==> config.mk <==
export PLATFORM = sky130hd
export DESIGN_NAME = instr_fetch_q
export DESIGN_NICKNAME = d
export VERILOG_FILES = /design/src/rtl/instr_fetch_q.sv
export SDC_FILE = /design/constraint.sdc
export NUM_CORES = 1
export LEC_CHECK = 0
export BUFFER_PORTS_ARGS = -buffer_cell sky130_fd_sc_hd__buf_2
export CAP_MARGIN = 20
export CORE_ASPECT_RATIO = 0.8
export CORE_MARGIN = 3
export CORE_UTILIZATION = 50
export CTS_CLUSTER_DIAMETER = 80
export CTS_CLUSTER_SIZE = 12
export DETAILED_ROUTE_END_ITERATION = 6
export PLACE_DENSITY_LB_ADDON = 0.08
export SLEW_MARGIN = 20
export SYNTH_ARGS = -nofsm -noshare
export SYNTH_HDL_FRONTEND = slang
export SYNTH_SLANG_ARGS = --single-unit
==> constraint.sdc <==
create_clock -name clk_i -period 7.8 [get_ports clk_i]
set_input_delay 1.56 -clock clk_i [delete_from_list [all_inputs] [get_ports clk_i]]
set_output_delay 1.56 -clock clk_i [all_outputs]
set_load 0.02 [all_outputs]
==> src/rtl/instr_fetch_q.sv <==
// instr_fetch_q: prefetching instruction fetch stage.
// A DEPTH-entry queue decouples instruction memory from decode, with
// credit-based request flow control and redirect flushing of stale responses.
// Optional performance counters are enabled by defining IF_PERF_CNT_EN.
module instr_fetch_q #(
    parameter int unsigned     XLEN     = 32,
    parameter int unsigned     DEPTH    = 4,
    parameter logic [XLEN-1:0] RESET_PC = '0,
    parameter logic [XLEN-1:0] PC_INC   = XLEN'(4)
) (
    input  logic            clk_i,
    input  logic            resetn_i,
    output logic            imem_req_valid_o,
    input  logic            imem_req_ready_i,
    output logic [XLEN-1:0] imem_addr_o,
    input  logic            imem_rsp_valid_i,
    input  logic [XLEN-1:0] imem_rsp_data_i,
    input  logic            redirect_valid_i,
    input  logic [XLEN-1:0] redirect_addr_i,
    output logic            instr_valid_o,
    input  logic            instr_ready_i,
    output logic [XLEN-1:0] instr_o,
    output logic [XLEN-1:0] pc_o
`ifdef IF_PERF_CNT_EN
    ,
    output logic [31:0]     perf_stall_o,
    output logic [31:0]     perf_flush_o
`endif
);

    localparam int unsigned CW = $clog2(DEPTH + 1);
    localparam int unsigned PW = $clog2(DEPTH);
    localparam int unsigned SW = CW + 1;

    typedef enum logic {
        IDLE = 1'b0,
        RUN  = 1'b1
    } state_e;

    typedef struct packed {
        logic [XLEN-1:0] pc;
        logic [XLEN-1:0] instr;
    } entry_t;

    state_e          state_q, state_d;
    logic [XLEN-1:0] fetch_pc_q, fetch_pc_d;
    logic [XLEN-1:0] rsp_pc_q, rsp_pc_d;
    logic [CW-1:0]   count_q, count_d;
    logic [CW-1:0]   outst_q, outst_d;
    logic [CW-1:0]   drop_q, drop_d;
    logic [PW-1:0]   rd_ptr_q, rd_ptr_d;
    logic [PW-1:0]   wr_ptr_q, wr_ptr_d;
    entry_t          mem_q [DEPTH];
    entry_t          mem_d [DEPTH];

    logic            req_valid_c;
    logic            req_fire_c;
    logic            push_c;
    logic            pop_c;

    // Next-state: credit check, request/response accounting, queue and redirect.
    always_comb begin
        state_d    = state_q;
        fetch_pc_d = fetch_pc_q;
        rsp_pc_d   = rsp_pc_q;
        count_d    = count_q;
        drop_d     = drop_q;
        rd_ptr_d   = rd_ptr_q;
        wr_ptr_d   = wr_ptr_q;
        mem_d      = mem_q;
        push_c     = 1'b0;
        pop_c      = 1'b0;

        req_valid_c = (state_q == RUN) &&
                      ((SW'(count_q) + SW'(outst_q)) < SW'(DEPTH));
        req_fire_c  = req_valid_c && imem_req_ready_i;

        if (state_q == IDLE) begin
            state_d = RUN;
        end

        if (req_fire_c) begin
            fetch_pc_d = fetch_pc_q + PC_INC;
        end

        // Every response retires one outstanding request, stale or not.
        outst_d = outst_q + CW'(req_fire_c) - CW'(imem_rsp_valid_i);

        if (redirect_valid_i) begin
            // Flush everything; all requests still in flight become stale.
            fetch_pc_d = redirect_addr_i;
            rsp_pc_d   = redirect_addr_i;
            count_d    = '0;
            rd_ptr_d   = '0;
            wr_ptr_d   = '0;
            drop_d     = outst_d;
        end else begin
            if (imem_rsp_valid_i) begin
                if (drop_q != '0) begin
                    drop_d = drop_q - CW'(1);
                end else begin
                    push_c = 1'b1;
                end
            end
            pop_c = (count_q != '0) && instr_ready_i;
            if (push_c) begin
                mem_d[wr_ptr_q] = '{pc: rsp_pc_q, instr: imem_rsp_data_i};
                wr_ptr_d        = wr_ptr_q + PW'(1);
                rsp_pc_d        = rsp_pc_q + PC_INC;
            end
            if (pop_c) begin
                rd_ptr_d = rd_ptr_q + PW'(1);
            end
            count_d = count_q + CW'(push_c) - CW'(pop_c);
        end
    end

    // State and queue registers.
    always_ff @(posedge clk_i or negedge resetn_i) begin
        if (!resetn_i) begin
            state_q    <= IDLE;
            fetch_pc_q <= RESET_PC;
            rsp_pc_q   <= RESET_PC;
            count_q    <= '0;
            outst_q    <= '0;
            drop_q     <= '0;
            rd_ptr_q   <= '0;
            wr_ptr_q   <= '0;
            for (int i = 0; i < int'(DEPTH); i++) begin
                mem_q[i] <= '0;
            end
        end else begin
            state_q    <= state_d;
            fetch_pc_q <= fetch_pc_d;
            rsp_pc_q   <= rsp_pc_d;
            count_q    <= count_d;
            outst_q    <= outst_d;
            drop_q     <= drop_d;
            rd_ptr_q   <= rd_ptr_d;
            wr_ptr_q   <= wr_ptr_d;
            mem_q      <= mem_d;
        end
    end

    assign imem_req_valid_o = req_valid_c;
    assign imem_addr_o      = fetch_pc_q;
    assign instr_valid_o    = (count_q != '0);
    assign instr_o          = mem_q[rd_ptr_q].instr;
    assign pc_o             = mem_q[rd_ptr_q].pc;

    // Credits make an overflowing push impossible; flag it if it ever happens.
    assert property (@(posedge clk_i) disable iff (!resetn_i)
                     !(push_c && (count_q == CW'(DEPTH))));

`ifdef IF_PERF_CNT_EN
    logic [31:0] perf_stall_q, perf_stall_d;
    logic [31:0] perf_flush_q, perf_flush_d;

    // Saturating counters: stalled request cycles and redirects.
    always_comb begin
        perf_stall_d = perf_stall_q;
        perf_flush_d = perf_flush_q;
        if ((state_q == RUN) && !req_valid_c && (perf_stall_q != '1)) begin
            perf_stall_d = perf_stall_q + 32'd1;
        end
        if (redirect_valid_i && (perf_flush_q != '1)) begin
            perf_flush_d = perf_flush_q + 32'd1;
        end
    end

    // Performance counter registers.
    always_ff @(posedge clk_i or negedge resetn_i) begin
        if (!resetn_i) begin
            perf_stall_q <= '0;
            perf_flush_q <= '0;
        end else begin
            perf_stall_q <= perf_stall_d;
            perf_flush_q <= perf_flush_d;
        end
    end

    assign perf_stall_o = perf_stall_q;
    assign perf_flush_o = perf_flush_q;
`endif

endmodule

After elaboration in Yosys (flattened, before gate mapping):

Index checks and enable logic that the tools add are counted.

* word-level logic and storage cells: 67
* input port bits: 70
* output and inout bits: 98
* flip-flop bits (word level): 334

* reductions and logical operators: 13
* $add $sub $neg: 10
* $lt $le $gt $ge: 4
* bitwise operators: 3
* muxes and demuxes: 21

Operators by type and width (number)
* $bwmux 256: 1
* $mux 64: 3
* $bmux 64 s2: 1
* $demux 64 s2: 1
* $mux 32: 4
* $add 32x3->32 const B: 2
* $mux 3: 4
* $reduce_bool 2->1: 5
* $mux 2: 4
* $add 3x1->3: 2
* $ge 3x3->1 const B: 2
* $not 2->3: 2
* $reduce_bool 3->1: 2
* $sub 3x1->3: 2
* $add 2x1->2 const B: 2
* $add 3x3->4: 1
* $logic_and 1x1->1: 4
* $lt 4x3->1 const B: 1
* $reduce_and 2->1: 2
* $lt 3x1->1 const B: 1
* $mux 1: 3
* $sub 3x1->3 const B: 1
* $not 1->1: 1

Logic depth before layout (Yosys ltp):

Gate-level depths: netlist (run 1).

* depth after elaboration: 7
* gate-level depth with buffers: 13
* gate-level depth less buffers: 11

Worst setup path after synthesis (run 1):

No wires, ideal clock.

* path kind: input-to-reg
* start: in imem_rsp_valid_i
* end: reg count_q[2]
* required time: 7.668 ns
* data arrival time: 3.265 ns
* path buffers: 2
* stages: 11
* path slack: 4.404 ns
* setup time: 0.132 ns
* cells stage by stage: and3b_1 -> buf_4 -> inv_2 -> clkbuf_1 -> ha_1 -> inv_1 -> ha_1 -> inv_1 -> fa_1 -> xnor2_1 -> nor2_1

* cells in the longest elaborated chain, start to end: 5

Ends and longest elaborated chain
* from (decl): RTL line 16 `input logic imem_rsp_valid_i,`
* $mux 1: RTL line 98 `if (imem_rsp_valid_i) begin`
* $mux 1: RTL line 89 `if (redirect_valid_i) begin`
* $add 3x1->3: RTL line 114 `count_d = count_q + CW'(push_c) - CW'(pop_c);`
* $sub 3x1->3: RTL line 114
* $mux 3: RTL line 89
* net count_d[2]: RTL line 48 `logic [CW-1:0] count_q, count_d;`
* to (signal assigned): RTL line 136 `count_q <= count_d;`
* to (decl): RTL line 48

The timed path passes the listed nets, and every way through them passes these cells. The select of a mux whose other input is x is not followed.
A chain may end at the register's enable or synchronous reset.

Worst setup path in the final report (run 1):

* start: reg rd_ptr_q[0]
* end: out pc_o[18]

* cells in the longest elaborated chain, start to end: 4

Ends and longest elaborated chain
* from (decl): RTL line 51 `logic [PW-1:0] rd_ptr_q, rd_ptr_d;`
* from (signal assigned): RTL line 139 `rd_ptr_q <= rd_ptr_d;`
* $not 2->3 (not written as such): RTL line 149 `assign pc_o = mem_q[rd_ptr_q].pc;`
* $bmux 64 s2: RTL line 149
* $mux 64 (not written as such) (2 in a row): RTL line 149
* to (decl): RTL line 23 `output logic [XLEN-1:0] pc_o`

No other way between the ends. The select of a mux whose other input is x is not followed.

==> reports/qor.yml, run 1 <==
status:
  status: "finished clean"
global_routing:
  antenna_found_initial: 1
  grt_pass1_wl_microns: 57400
  grt_pass1_vias: 10100
  grt_util_all_layers_pct: 21.6
  grt_max_degree: 113
  overflow: 0
die:
  die_h_microns: 165
  die-area_sq_um: 33700
  start_util_pct: 51.4
  rows: 57
  core_area_sq_um: 30700
  die-width_microns: 204
  io_pins: 168
power_and_ir_drop:
  leakagePower_nw: 8.21
  ir_drop_uv: 219
  power_density_nw_per_um2: 307
finish:
  final_nets: 1371
  final_area_sq_um: 17600
  fin_cells: 1699
  postLayoutCoreUtil_pct: 57.5
  register_area_sq_um: 8370
  layout-drive-gt1-share_pct: 41.1
  antenna_cells: 0
  area_growth_pct: 12.0
  multiInputGateArea_sq_um: 6990
  nFillCells: 2528
route:
  dr.pass1.iters: 6
  drtAntennaViolNets: 0
  wl_per_cell_microns: 21.1
  detail_route.iter0.violations: 559
  routed_wirelength_microns: 35800
  viasPerCell: 5.94
  vias: 10100
  drc_errors: 0
logic_synthesis:
  synth_edf_count: 0
  synth_area_leaders: "dfrtp_1 (53%), mux2_2 (18%), mux4_2 (9.2%)"
  async_reset_ff_share_pct: 100
  synth.cell_area_sq_um: 15800
  syn_avg_cell_area_sq_um: 13.5
  yosysTopAreaCell: "dfrtp_1"
  seq_area_frac_synth_pct: 53.1
  synth_cell_type_count: 54
  yosys_warnings: 0
  ys_ff_latch: 334
  synthesis.nets: 1249
  ys.flop_type: "dfrtp_1"
  synthDominantCellAreaShare_pct: 53.1
  syn_inst: 1163
placed_design:
  gp_congestion: 0.847
  post_dp_cell_area_sq_um: 16800
  hpwl_microns: 22900
  port_buffers: 167
  dp.cells: 1665
clock_tree:
  cts_sinks: 334
  cts_tree: "done"
  htreeDepth: 1
  insertion_delay_ps: 560
  postCtsSetupRepairBufs: 0
  clk_pin_slew_worst_paths_ps: 60
  cts_buffers: 31
  cts.repair.resized: 0
  cts-hold-fix-buffers: 0
  root_buffer: "clkbuf_16"
  max-clock-path-buffers: 3
sta:
  maxSlewViolCount: 0
  rsz0062_at_grt: "no"
  max_freq_mhz: 221
  slew_headroom_pct: 27.4
  setup_viol: 0
  period_minus_slack_ps: 4530
  finalHoldViolCount: 0
  worst_pin_slew_ps: 1090
  setup_tns_ps: 0
  fin_skew_ps: 8.47
  holdWs_ps: 490
  finalCritPeriodShare_pct: 58.1
min_path:
  hp-start: "mem_q[251]"
  hold_class: "reg2reg"
  worstHoldPathCells: 1
  hold_path_end: "mem_q[251]"
worst_setup_path:
  reg2reg_depth: 11
  r2r_start: "count_q[2]"
  endpoint_kind: "output port"
  worstPathMaxFanout: 43
  required_ps: 6240
  r2r_slack_ps: 4410
  r2r_end: "drop_q[2]"
  critical_path_arrival_ps: 2970
  worst-setup-path-type: "reg2out"
  startpoint_type: "flop"
flow_run:
  drv_cap: 0
## how the worst max path moves through the flow
stage          slack, ps        startpoint  cells after the start         end
4_1_cts             3140       rd_ptr_q[0]                      3    pc_o[18]
3_3_place_gp        3540  imem_rsp_valid_i                      6  mem_q[118]
5_1_grt             3030       rd_ptr_q[0]                      3    pc_o[16]
3_5_place_dp        3460  imem_rsp_valid_i                      6  mem_q[123]
2_1_floorplan       4400  imem_rsp_valid_i                     11  count_q[2]
6_report            3270       rd_ptr_q[0]                      3    pc_o[18]
## power by group
part / internal, mW / switching, mW
sequential: 2.07 / 0.283
clock: 0.707 / 0.607
combinational: 0.846 / 0.908
## metal layers
| layer | vias up | global-route usage (%) | part of all wire (%) |
|---|---|---|---|
| li1 | 4578 | - | - |
| met1 | 5276 | 32.8 | 48 |
| met2 | 201 | 33.7 | 47 |
| met3 | 38 | 3.29 | 3.9 |
| met4 | 2 | 3.63 | 1.5 |
| met5 | - | 0 | 0.025 |
## placed cells by master, fill, tap and decap left out, types with 17 or more instances in the layout
cell       instances
nand3_1           24
mux2_2           249
nand2_1           42
clkbuf_16         31
a211oi_1          22
nor3_1            24
nor2_1            48
buf_2            165
dfrtp_1          332
nand4_1           21
and4_1            21
inv_1             17
mux4_2            64
## state kept, by name, indices dropped and copies added (netlist names)
| name | flops |
|---|---|
| count_q | 3 |
| rd_ptr_q | 2 |
| drop_q | 3 |
| imem_addr_o | 32 |
| state_q | 1 |
| rsp_pc_q | 32 |
| wr_ptr_q | 2 |
| outst_q | 3 |
| mem_q | 256 |
## worst max-delay path, stage by stage (launching register included)
cell     delay (ps)
dfrtp_4         740
buf_4           790
mux4_2          660
buf_2           190
## layout make-up
| type | instances | area share [%] |
|---|---|---|
| repair buffers | 172 | 5.09 |
| inverters | 19 | 0.404 |
| clock buffers | 34 | 4.52 |
| flip-flops and latches | 334 | 47.4 |
| multi-input cells | 727 | 39.6 |
| well taps | 413 | 2.93 |
## through the flow
step	total power [mW]	setup WS, ps
final	5.42	3270
after global routing	5.72	3030
after CTS	5.49	3140
after detailed placement	4.16	3460
after global placement	4.12	3540
after floorplan	3.56	4400
## synthesized netlist by cell type, types with 3 or more instances
library cell	count
a31oi_1	11
nor2b_1	10
clkbuf_1	33
buf_2	38
nand2b_1	10
nor4_1	13
mux2_2	249
and3_1	12
a21boi_0	3
mux2_1	16
a41oi_1	4
nand2_1	46
inv_1	18
or4_1	6
or3_1	8
and4_1	21
xnor2_1	14
o21ai_0	16
mux4_2	64
o31a_1	5
ha_1	14
o31ai_1	14
nand4_1	21
xor2_1	7
nand3_1	24
a211oi_1	22
nor2_1	48
buf_1	10
and2_1	5
a21oi_1	11
dfrtp_1	334
nor3_1	24
a311oi_1	6
## cells by family (layout without fill, tap and decap cells)
logic type      after synthesis  after routing  synth area share (%)
buf+inv                     102            225                  2.76
compound gates              103            103                  4.61
other cells                   1              1                0.0238
simple gates                256            256                  8.86
xor+xnor                     21             21                  1.17
flops                       334            334                  53.1
fa+ha+maj                    16             16                  1.37
mux                         330            330                  28.2
Note: power is estimated with default switching activity, not from simulation.
==> run 2, diff against run 1 <==
- ABC_AREA: not set -> 1
- clock period: 7.8 -> 4.5 ns (I/O delays scaled with it)
==> run 2 against run 1 <==
  * Utilization is 1.1 points lower
  * Synthesized area is 2.5% higher
  * Global-route usage is 3.5 points higher
  * Sequential cell count stayed put
  * Sequential share of layout area is 0.61 points lower
  * Setup slack worse by 2300 ps
  * Critical path depth is 2 higher
  * Register-to-register slack worse by 2600 ps
  * Largest power group unchanged
  * Highest routed layer is now met4
==> reports/qor.yml, run 2 <==
min_path:
  hold_class: "in2async"
logic_synthesis:
  syn_inst: 1964  # +69%
  yosys_warnings: 0  # unchanged
  synth_most_common_cell: "nand2_1"
  synthTopCellsByCount: "nand2_1 (507), dfrtp_1 (334), o21ai_1 (249)"
  synth_edf_count: 0  # unchanged
  yosysTopAreaCell: "dfrtp_1"
  ys_ff_latch: 334  # unchanged
  async_reset_ff_share_pct: 100  # unchanged
  synth_cell_type_count: 36  # -33%
  synth_area_leaders: "dfrtp_1 (52%), nand2_1 (12%), o21ai_1 (7.7%)"
  ys.flop_type: "dfrtp_1"
  synthDominantCellAreaShare_pct: 51.8  # -1.3 points
  syn_avg_cell_area_sq_um: 8.22  # -39%
  synth.cell_area_sq_um: 16200  # +2.5%
  synthesis.nets: 2050  # +64%
  seq_area_frac_synth_pct: 51.8  # -1.3 points
route:
  vias: 13600  # +35%
  viasPerCell: 5.46  # -8.1%
  routed_wirelength_microns: 43000  # +20%
  drtAntennaViolNets: 0  # unchanged
  drc_errors: 0  # unchanged
  wl_per_cell_microns: 17.3  # -18%
  detail_route.iter0.violations: 1248  # +120%
  dr.pass1.iters: 5  # -1
clock_tree:
  cts_buffers: 31  # unchanged
  htreeDepth: 1  # unchanged
  cts-hold-fix-buffers: 0  # unchanged
  max-clock-path-buffers: 3  # unchanged
  insertion_delay_ps: 560  # about the same
  clk_pin_slew_worst_paths_ps: 60  # about the same
  cts.repair.resized: 0  # unchanged
  root_buffer: "clkbuf_16"
  cts_tree: "done"
  postCtsSetupRepairBufs: 0  # unchanged
  cts_sinks: 334  # unchanged
finish:
  largest_reg_flops: 256  # unchanged
  layout-drive-gt1-share_pct: 12.5  # -29 points
  final_nets: 2159  # +57%
  nFillCells: 3043  # +20%
  regMostFlops: "mem_q"
  layout_commonest_cell: "nand2_1"
  area_growth_pct: 10.6
  antenna_cells: 0  # unchanged
  final_cell_mix: "nand2_1 (507), dfrtp_1 (332), o21ai_1 (249), nor2_1 (203), o21ai_0 (176)"
worst_setup_path:
  reg2reg_depth: 13  # +2
  r2r_start: "count_q[1]"
  r2r_slack_ps: 1780  # -2630 ps
  critical_path_arrival_ps: 2610  # -360 ps
  r2r_end: "drop_q[2]"
  worstPathMaxFanout: 45  # +4.7%
  worst-setup-path-type: "reg2out"
  required_ps: 3600  # -2640 ps
  startpoint_type: "flop"
  endpoint_kind: "output port"
placed_design:
  place_ws_ps: 1570  # -1890 ps
  gp_congestion: 0.884  # +4.4%
  port_buffers: 167  # unchanged
  hpwl_microns: 27800  # +21%
sta:
  period_minus_slack_ps: 3510
  holdWs_ps: 363  # -128 ps
  maxSlewViolCount: 0  # unchanged
  slew_headroom_pct: 45.7  # +18 points
  max_freq_mhz: 285
  fin_skew_ps: 21.0  # +12.5 ps
  worst_pin_slew_ps: 814  # -274 ps
  setup_viol: 0  # unchanged
  rsz0062_at_grt: "no"
  finalHoldViolCount: 0  # unchanged
  finalCritPeriodShare_pct: 78.1
  setup_tns_ps: 0  # unchanged
  fin_ws_ps: 987  # -2280 ps
power_and_ir_drop:
  ir_drop_uv: 289  # +32%
  p_total_mw: 9.88  # +82%
  power_density_nw_per_um2: 553  # +80%
  leakagePower_nw: 8.63  # +5.1%
die:
  io_pins: 168  # unchanged
  core_area_sq_um: 31600  # +3.2%
  die_h_microns: 167  # +1.2%
  die-area_sq_um: 34500  # +2.4%
  start_util_pct: 51.0  # -0.32 points
  die-width_microns: 207  # +1.2%
  rows: 58  # +1.8%
global_routing:
  grt_pass1_vias: 12800  # +27%
  antenna_found_initial: 0  # -1
  overflow: 0  # unchanged
  grt_max_degree: 91  # -19%
  grt_pass1_wl_microns: 70700  # +23%
  grt_util_all_layers_pct: 25.1  # +3.5 points
flow_run:
  drv_cap: 0  # unchanged
status:
  status: "finished clean"
==> run 2: how the worst max path moves through the flow <==
stage	startpoint	end	slack [ps]	cells past startpoint
after floorplan	count_q[2]	drop_q[2]	1810	13
after global placement	rd_ptr_q[0]	instr_o[25]	1610	5
after detailed placement	rd_ptr_q[0]	instr_o[25]	1570	5
after CTS	rd_ptr_q[0]	instr_o[25]	970	5
after global routing	rd_ptr_q[0]	instr_o[25]	820	5
final	rd_ptr_q[0]	pc_o[9]	990	5
==> run 2: layer usage <==
metal / GRT usage (%) / wire length, microns
met5: 0 / 0
met4: 5.19 / 841
met3: 3.38 / 2450
met2: 37.2 / 18700
met1: 39.4 / 21000
==> run 2: cell type report <==
class | count | area (sq um) | area share (%)
clock buffer | 34 | 797 | 4.46
tap | 420 | 526 | 2.94
inverter | 132 | 507 | 2.84
timing repair buffer | 190 | 1110 | 6.19
multi-input combinational | 1384 | 6570 | 36.8
sequential | 334 | 8360 | 46.8
==> run 2: cell families (layout without fill, tap and decap cells) <==
family                     after synthesis  count (layout)  synth area share (%)
AOI/OAI and AO/OA                      527             527                  17.3
xor gates and xnor gates                32              32                  1.74
adders and majority gates               16              16                  1.33
buffers and inverters                  246             356                  7.63
DFF                                    334             334                  51.8
other                                    1               1                0.0232
and+or+nand+nor                        808             808                  20.2
==> run 2: stage by stage <==
step	cells	utilization, %	area [sq um]
2_1_floorplan	1964	-	16200
3_3_place_gp	2460	53.9	17100
3_5_place_dp	2460	53.9	17100
4_1_cts	2494	56.5	17900
5_1_grt	2494	56.5	17900
6_report	2494	56.5	17900
==> run 2: power breakdown <==
group	switching [mW]	leakage, nW	internal [mW]
clock network	1.06	0.392	1.23
logic	2.41	3.80	1.18
registers	0.405	4.43	3.60
==> run 2: critical path, stage by stage (launching register included) <==
cell and delay (ps):
dfrtp_4 480, clkinv_2 490, buf_4 440, o21ai_0 150
o22ai_1 250, buf_2 220
